==> src/rtl/console_arbiter_if.sv <==
// Console arbiter bus: FIFO read side and UART transmit side bundled together.
// master = arbiter, slave = FIFO bank plus UART transmitter.
interface console_arbiter_if #(
   parameter int N_CH  = 4,
   parameter int WIDTH = 8
);
   localparam int GW = $clog2(N_CH);

   logic [N_CH-1:0]       fifo_empty;
   logic [N_CH*WIDTH-1:0] fifo_data;
   logic [N_CH-1:0]       fifo_advance;
   logic                  tx_busy;
   logic                  tx_start;
   logic [WIDTH-1:0]      tx_data;
   logic [GW-1:0]         grant;
   logic                  active;

   modport master (
      input  fifo_empty, fifo_data, tx_busy,
      output fifo_advance, tx_start, tx_data, grant, active
   );

   modport slave (
      output fifo_empty, fifo_data, tx_busy,
      input  fifo_advance, tx_start, tx_data, grant, active
   );
endinterface

==> src/rtl/console_arbiter.sv <==
// Round-robin arbiter that drains N_CH console FIFOs into a single UART transmitter in bursts.
// Defining CONSOLE_TAG_EN prefixes each channel switch with an ASCII channel tag byte ('0'..'7').
module console_arbiter #(
   parameter int N_CH      = 4,
   parameter int WIDTH     = 8,
   parameter int MAX_BURST = 16
) (
   input  logic              clk,
   input  logic              rst,
   console_arbiter_if.master bus
);
   localparam int GW = $clog2(N_CH);
   localparam int BW = $clog2(MAX_BURST + 1);

`ifdef CONSOLE_TAG_EN
   typedef enum logic [1:0] {IDLE = 2'd0, TAG = 2'd1, DATA = 2'd2, ACK = 2'd3} state_t;
`else
   typedef enum logic [1:0] {IDLE = 2'd0, DATA = 2'd2, ACK = 2'd3} state_t;
`endif

   state_t           state_r, state_s;
   logic [GW-1:0]    grant_r, grant_s;
   logic [GW-1:0]    last_grant_r, last_grant_s;
   logic             active_r, active_s;
   logic [BW-1:0]    burst_cnt_r, burst_cnt_s;
   logic [1:0]       settle_cnt_r, settle_cnt_s;
   logic             tx_start_r, tx_start_s;
   logic [WIDTH-1:0] tx_data_r, tx_data_s;
   logic [N_CH-1:0]  fifo_advance_r, fifo_advance_s;
   logic [WIDTH-1:0] ch_data_s [N_CH];
   logic [GW:0]      rr_sum_s;
   logic [GW-1:0]    rr_cand_s, rr_idx_s;
   logic             rr_found_s;
   logic             ready_s;
`ifdef CONSOLE_TAG_EN
   logic [GW-1:0]    last_tx_ch_r, last_tx_ch_s;
   logic             last_tx_vld_r, last_tx_vld_s;
   logic [7:0]       tag_s;

   assign tag_s = 8'h30 + 8'(grant_r);
`endif

   for (genvar k = 0; k < N_CH; k++) begin : g_split
      assign ch_data_s[k] = bus.fifo_data[k*WIDTH +: WIDTH];
   end

   // Transfers wait for an idle UART, no start still in flight, and a settled FIFO read path.
   assign ready_s = !bus.tx_busy && !tx_start_r && (settle_cnt_r == 2'd0);

   // Round-robin search for the first non-empty channel after last_grant.
   always_comb begin
      rr_found_s = 1'b0;
      rr_idx_s   = '0;
      rr_sum_s   = '0;
      rr_cand_s  = '0;
      for (int i = 1; i <= N_CH; i++) begin
         rr_sum_s   = {1'b0, last_grant_r} + (GW+1)'(i);
         rr_cand_s  = (rr_sum_s >= (GW+1)'(N_CH)) ? GW'(rr_sum_s - (GW+1)'(N_CH)) : GW'(rr_sum_s);
         rr_idx_s   = (!rr_found_s && !bus.fifo_empty[rr_cand_s]) ? rr_cand_s : rr_idx_s;
         rr_found_s = rr_found_s | !bus.fifo_empty[rr_cand_s];
      end
   end

   // Next-state and next-output logic of the arbitration FSM.
   always_comb begin
      state_s        = state_r;
      grant_s        = grant_r;
      last_grant_s   = last_grant_r;
      active_s       = active_r;
      burst_cnt_s    = burst_cnt_r;
      settle_cnt_s   = (settle_cnt_r != 2'd0) ? (settle_cnt_r - 2'd1) : 2'd0;
      tx_start_s     = 1'b0;
      tx_data_s      = tx_data_r;
      fifo_advance_s = '0;
`ifdef CONSOLE_TAG_EN
      last_tx_ch_s   = last_tx_ch_r;
      last_tx_vld_s  = last_tx_vld_r;
`endif
      case (state_r)
         IDLE: begin
            // settle gate keeps a just-drained channel's stale empty flag out of the search
            if (rr_found_s && (settle_cnt_r == 2'd0)) begin
               grant_s     = rr_idx_s;
               active_s    = 1'b1;
               burst_cnt_s = '0;
`ifdef CONSOLE_TAG_EN
               if (!last_tx_vld_r || (last_tx_ch_r != rr_idx_s)) begin
                  state_s = TAG;
               end else begin
                  state_s = DATA;
               end
`else
               state_s = DATA;
`endif
            end else begin
               active_s = 1'b0;
            end
         end
`ifdef CONSOLE_TAG_EN
         TAG: begin
            if (ready_s) begin
               tx_start_s    = 1'b1;
               tx_data_s     = WIDTH'(tag_s);
               last_tx_ch_s  = grant_r;
               last_tx_vld_s = 1'b1;
               state_s       = ACK;
            end else begin
               state_s = TAG;
            end
         end
`endif
         DATA: begin
            if (!ready_s) begin
               state_s = DATA;
            end else if (bus.fifo_empty[grant_r]) begin
               last_grant_s = grant_r;
               active_s     = 1'b0;
               state_s      = IDLE;
            end else begin
               tx_start_s     = 1'b1;
               tx_data_s      = ch_data_s[grant_r];
               fifo_advance_s = {{(N_CH-1){1'b0}}, 1'b1} << grant_r;
               burst_cnt_s    = burst_cnt_r + BW'(1);
               settle_cnt_s   = 2'd2;
               state_s        = ACK;
            end
         end
         ACK: begin
            if (burst_cnt_r == BW'(MAX_BURST)) begin
               last_grant_s = grant_r;
               active_s     = 1'b0;
               state_s      = IDLE;
            end else begin
               state_s = DATA;
            end
         end
         default: begin
            active_s = 1'b0;
            state_s  = IDLE;
         end
      endcase
   end

   // State and output registers with synchronous reset.
   always_ff @(posedge clk) begin
      if (rst) begin
         state_r        <= IDLE;
         grant_r        <= '0;
         last_grant_r   <= GW'(N_CH - 1);
         active_r       <= 1'b0;
         burst_cnt_r    <= '0;
         settle_cnt_r   <= 2'd0;
         tx_start_r     <= 1'b0;
         tx_data_r      <= '0;
         fifo_advance_r <= '0;
`ifdef CONSOLE_TAG_EN
         last_tx_ch_r   <= '0;
         last_tx_vld_r  <= 1'b0;
`endif
      end else begin
         state_r        <= state_s;
         grant_r        <= grant_s;
         last_grant_r   <= last_grant_s;
         active_r       <= active_s;
         burst_cnt_r    <= burst_cnt_s;
         settle_cnt_r   <= settle_cnt_s;
         tx_start_r     <= tx_start_s;
         tx_data_r      <= tx_data_s;
         fifo_advance_r <= fifo_advance_s;
`ifdef CONSOLE_TAG_EN
         last_tx_ch_r   <= last_tx_ch_s;
         last_tx_vld_r  <= last_tx_vld_s;
`endif
      end
   end

   assign bus.tx_start     = tx_start_r;
   assign bus.tx_data      = tx_data_r;
   assign bus.fifo_advance = fifo_advance_r;
   assign bus.grant        = grant_r;
   assign bus.active       = active_r;
endmodule
==> src/flat_wrapper.sv <==
// flat-port wrapper written by rule: the top's interface ports become plain ports
module console_arbiter_flat 
#(
   parameter int N_CH      = 4,
   parameter int WIDTH     = 8,
   parameter int MAX_BURST = 16
)
  (clk, rst, bus_fifo_empty, bus_fifo_data, bus_tx_busy, bus_fifo_advance, bus_tx_start, bus_tx_data, bus_grant, bus_active);
  console_arbiter_if #(.N_CH(N_CH), .WIDTH(WIDTH)) bus_i ();
  input  logic clk;
  input  logic rst;
  input wire logic [$bits(bus_i.fifo_empty)-1:0] bus_fifo_empty;
  input wire logic [$bits(bus_i.fifo_data)-1:0] bus_fifo_data;
  input wire logic [$bits(bus_i.tx_busy)-1:0] bus_tx_busy;
  output wire logic [$bits(bus_i.fifo_advance)-1:0] bus_fifo_advance;
  output wire logic [$bits(bus_i.tx_start)-1:0] bus_tx_start;
  output wire logic [$bits(bus_i.tx_data)-1:0] bus_tx_data;
  output wire logic [$bits(bus_i.grant)-1:0] bus_grant;
  output wire logic [$bits(bus_i.active)-1:0] bus_active;
  assign bus_i.fifo_empty = bus_fifo_empty;
  assign bus_i.fifo_data = bus_fifo_data;
  assign bus_i.tx_busy = bus_tx_busy;
  assign bus_fifo_advance = bus_i.fifo_advance;
  assign bus_tx_start = bus_i.tx_start;
  assign bus_tx_data = bus_i.tx_data;
  assign bus_grant = bus_i.grant;
  assign bus_active = bus_i.active;
  console_arbiter #(.N_CH(N_CH), .WIDTH(WIDTH), .MAX_BURST(MAX_BURST)) u_core (.clk(clk), .rst(rst), .bus(bus_i));
endmodule
==> config.mk <==
export PLATFORM = sky130hd
export DESIGN_NAME = console_arbiter_flat
export DESIGN_NICKNAME = d
export VERILOG_FILES = /design/src/rtl/console_arbiter_if.sv /design/src/rtl/console_arbiter.sv /design/src/flat_wrapper.sv
export SDC_FILE = /design/constraint.sdc
export NUM_CORES = 1
export LEC_CHECK = 0
export CAP_MARGIN = 15
export CORE_ASPECT_RATIO = 1.2
export CORE_UTILIZATION = 42
export CTS_CLUSTER_DIAMETER = 80
export DETAILED_ROUTE_END_ITERATION = 7
export PLACE_DENSITY = 0.77
export SYNTH_ARGS = -nofsm -noshare
export SYNTH_HDL_FRONTEND = slang
export SYNTH_SLANG_ARGS = --single-unit
==> constraint.sdc <==
create_clock -name clk -period 2.5 [get_ports clk]
set_input_delay 0.375 -clock clk [delete_from_list [all_inputs] [get_ports clk]]
set_output_delay 0.375 -clock clk [all_outputs]
set_load 0.05 [all_outputs]
==> flow_summary.yaml <==
worst_setup_path:
  cp.arrival_ps: 2430
  endpoint_kind: "register"
  reg2reg_to: "u_core.burst_cnt_r[4]$_SDFFE_PP0P_"
  r2r_slack_ps: 480
  r2r_cells: 4
  required_ps: 2760
  r2r-start: "u_core.bus.grant[0]$_SDFFE_PP0P_"
  startpoint_type: "primary input"
  critPathMaxFanout: 7
  path_class: "in2reg"
synthesis:
  synth_top_area_cell: "dfxtp_1"
  ys_types: 31
  synth-seq-area-share_pct: 40.8
  netlist_area_sq_mm: 0.00132
  syn-mean-instance-area_sq_um: 9.39
  ys_async_sr_fraction_pct: 0
  syn-num-nets: 182
  yosys_warnings: 0
  synth_edf_count: 0
  synthTopCellsByArea: "dfxtp_1, mux4_2, a21oi_1"
  synth_top_area_share_pct: 40.8
  ys.flop_type: "dfxtp_1"
  synth_seq_cells: 27
  syn_inst: 141
floorplan:
  start_util_pct: 45.8
  die_w_microns: 53.3
  num_rows: 21
  fp.dieH_microns: 63.5
  io_pins: 55
  core_sq_mm: 0.00289
  die_area_sq_mm: 0.00338
route:
  routed_wl_mm: 3.60
  viasPerCell: 5.52
  ant_nets: 0
  drc: 0
  avgRoutedWirePerCell_microns: 15.2
  drt_iter0_drc: 59
  drtPass1Iterations: 4
  vias: 1303
placed_design:
  port_buffers: 54
  dpl.hpwl_mm: 2.91
  gp_congestion: 0.805
sta:
  slew_viol_final: 0
  worstMarginPinSlew_ps: 518
  relSlewSlack_pct: 65.4
  rsz0062_at_grt: "no"
  finalHoldViolations: 0
  finalSetupViolCount: 0
  fin_skew_ps: 7.45
  min_period_over_period_pct: 86.7
  holdWs_ps: 468
  fmax_ghz: 0.461
  fin_crit_ps: 2170
worst_hold_path:
  hold_class: "reg2reg"
  hold_depth: 2
  holdCritStartpoint: "u_core.bus.tx_data[4]$_SDFFE_PP0P_"
  worstHoldEndpoint: "u_core.bus.tx_data[4]$_SDFFE_PP0P_"
clock_network:
  cts_inserted_buffers: 3
  cts_hold_buf: 0
  path_clk_slew_ps: 150
  cts-htree-levels: 1
  cts_setup_buffers: 0
  clock-sinks: 27
  tritoncts: "built"
  cts-resized-gates: 0
  clock_path_buffers: 2
  root_buffer: "clkbuf_4"
  clk_latency_ps: 320
cells_and_area:
  area_delta_synth_final_pct: 49.7
  n_antenna_cell: 0
  nNetsFinal: 244
  drive_above_1_share_pct: 12.4
global_route:
  grt_first_pass_wirelength_mm: 5.75
  antenna_found_initial: 0
  grt-ovfl-total: 0
  grt_pass1_vias: 1317
  grt_usage_pct: 23.0
  grt_max_degree: 15
power:
  ir_drop_mv: 0.369
  p_leak_nw: 0.672
  p_per_area_mw_per_mm2: 496
  power.total_mw: 0.983
run:
  maxCapViolCount: 0
run_status:
  status: "finished, final reports clean"
## synth_stat cells, types with 2 or more instances
library cell and instances:
a211oi_1 2, nand3_1 11, a311o_1 2, nor3b_1 2, nand3b_1 3, nor2_1 3, a31oi_1 2, mux4_2 9
inv_1 6, nor3_1 2, buf_1 2, or4_1 3, ha_1 2, dfxtp_1 27, clkbuf_1 5, a21oi_1 17
nand4_1 3, nand2_1 20, nor2b_1 4, nor4_1 5
## logic make-up (layout without fill, tap and decap cells)
family,count (synthesis),after routing,synth area share [%]
adders and majority gates,2,2,1.89
DFF,27,27,40.8
buffers and inverters,13,74,3.69
muxes,10,10,16.2
and+or+nand+nor,61,61,24.7
AOI/OAI and AO/OA,28,28,12.8
## cell usage in the layout (no fill, tap or decap), types with 2 or more instances in the layout
cell type,count
inv_1,6
a21oi_1,17
a31oi_1,2
nand2_1,20
clkbuf_4,3
a211oi_1,2
nor3_1,2
nor2_1,3
dfxtp_1,27
nor4_1,5
nor3b_1,2
or4_1,3
nand3_1,11
ha_1,2
mux4_2,9
nor2b_1,4
clkdlybuf4s50_1,54
a311o_1,2
nand4_1,3
buf_4,10
nand3b_1,3
## final cells by class
| cell class | count | area, sq um |
|---|---|---|
| fillers | 259 | 908 |
| multi-input cells | 101 | 734 |
| repair buffers | 64 | 616 |
| flip-flops and latches | 27 | 541 |
| well taps | 34 | 42.5 |
| clock buffers | 4 | 26.3 |
| inverters | 6 | 22.5 |
## through the flow
| stage | setup WS [ps] | std cells | setup TNS [ps] | instance area (sq um) | util (%) |
|---|---|---|---|---|---|
| 2_1_floorplan | 103 | 141 | 0 | 1320 | - |
| 3_3_place_gp | 45.2 | 232 | 0 | 1960 | 67.7 |
| 3_5_place_dp | -0.817 | 232 | -0.817 | 1960 | 67.7 |
| 4_1_cts | 296 | 236 | 0 | 1980 | 68.6 |
| 5_1_grt | 228 | 236 | 0 | 1980 | 68.6 |
| 6_report | 332 | 236 | 0 | 1980 | 68.6 |
## registers in the layout (all words and copies together) (netlist names)
signal and cells:
u_core.burst_cnt_r 5, u_core.bus.active 1, u_core.bus.fifo_advance 4, u_core.bus.grant 2
u_core.bus.tx_data 8, u_core.bus.tx_start 1, u_core.last_grant_r 2, u_core.settle_cnt_r 2
u_core.state_r 2
## per-layer routing
metal	global-route usage, %	vias to the layer above	share of wire, %
li1	-	648	-
met1	28.3	605	42
met2	39.4	42	53
met3	3.14	8	3.3
met4	7.89	0	2.0
met5	0	-	0
## critical path, stage by stage
cell and delay [ps]:
clkdlybuf4s50_1 490, mux4_2 510, or3_4 410, or4_1 470, a31oi_1 170
## how the worst max path moves through the flow
stage                                     startpoint                                 end  depth (start not counted)
global placement                   bus_fifo_empty[1]  u_core.burst_cnt_r[3]$_SDFFE_PP0P_                          5
CTS                 u_core.bus.grant[0]$_SDFFE_PP0P_                        bus_grant[0]                          2
detailed placement                 bus_fifo_empty[1]  u_core.burst_cnt_r[4]$_SDFFE_PP0P_                          5
global route        u_core.bus.grant[0]$_SDFFE_PP0P_                        bus_grant[0]                          2
floorplan           u_core.bus.grant[0]$_SDFFE_PP0P_  u_core.burst_cnt_r[3]$_SDFFE_PP0P_                          4
finish                             bus_fifo_empty[1]  u_core.burst_cnt_r[4]$_SDFFE_PP0P_                          5
## power breakdown
group	switching, mW	leakage (nW)	internal (mW)
registers	0.0181	0.219	0.453
logic	0.158	0.438	0.161
clock network	0.130	0.0150	0.0624
Note: power is estimated with default switching activity, not from simulation.
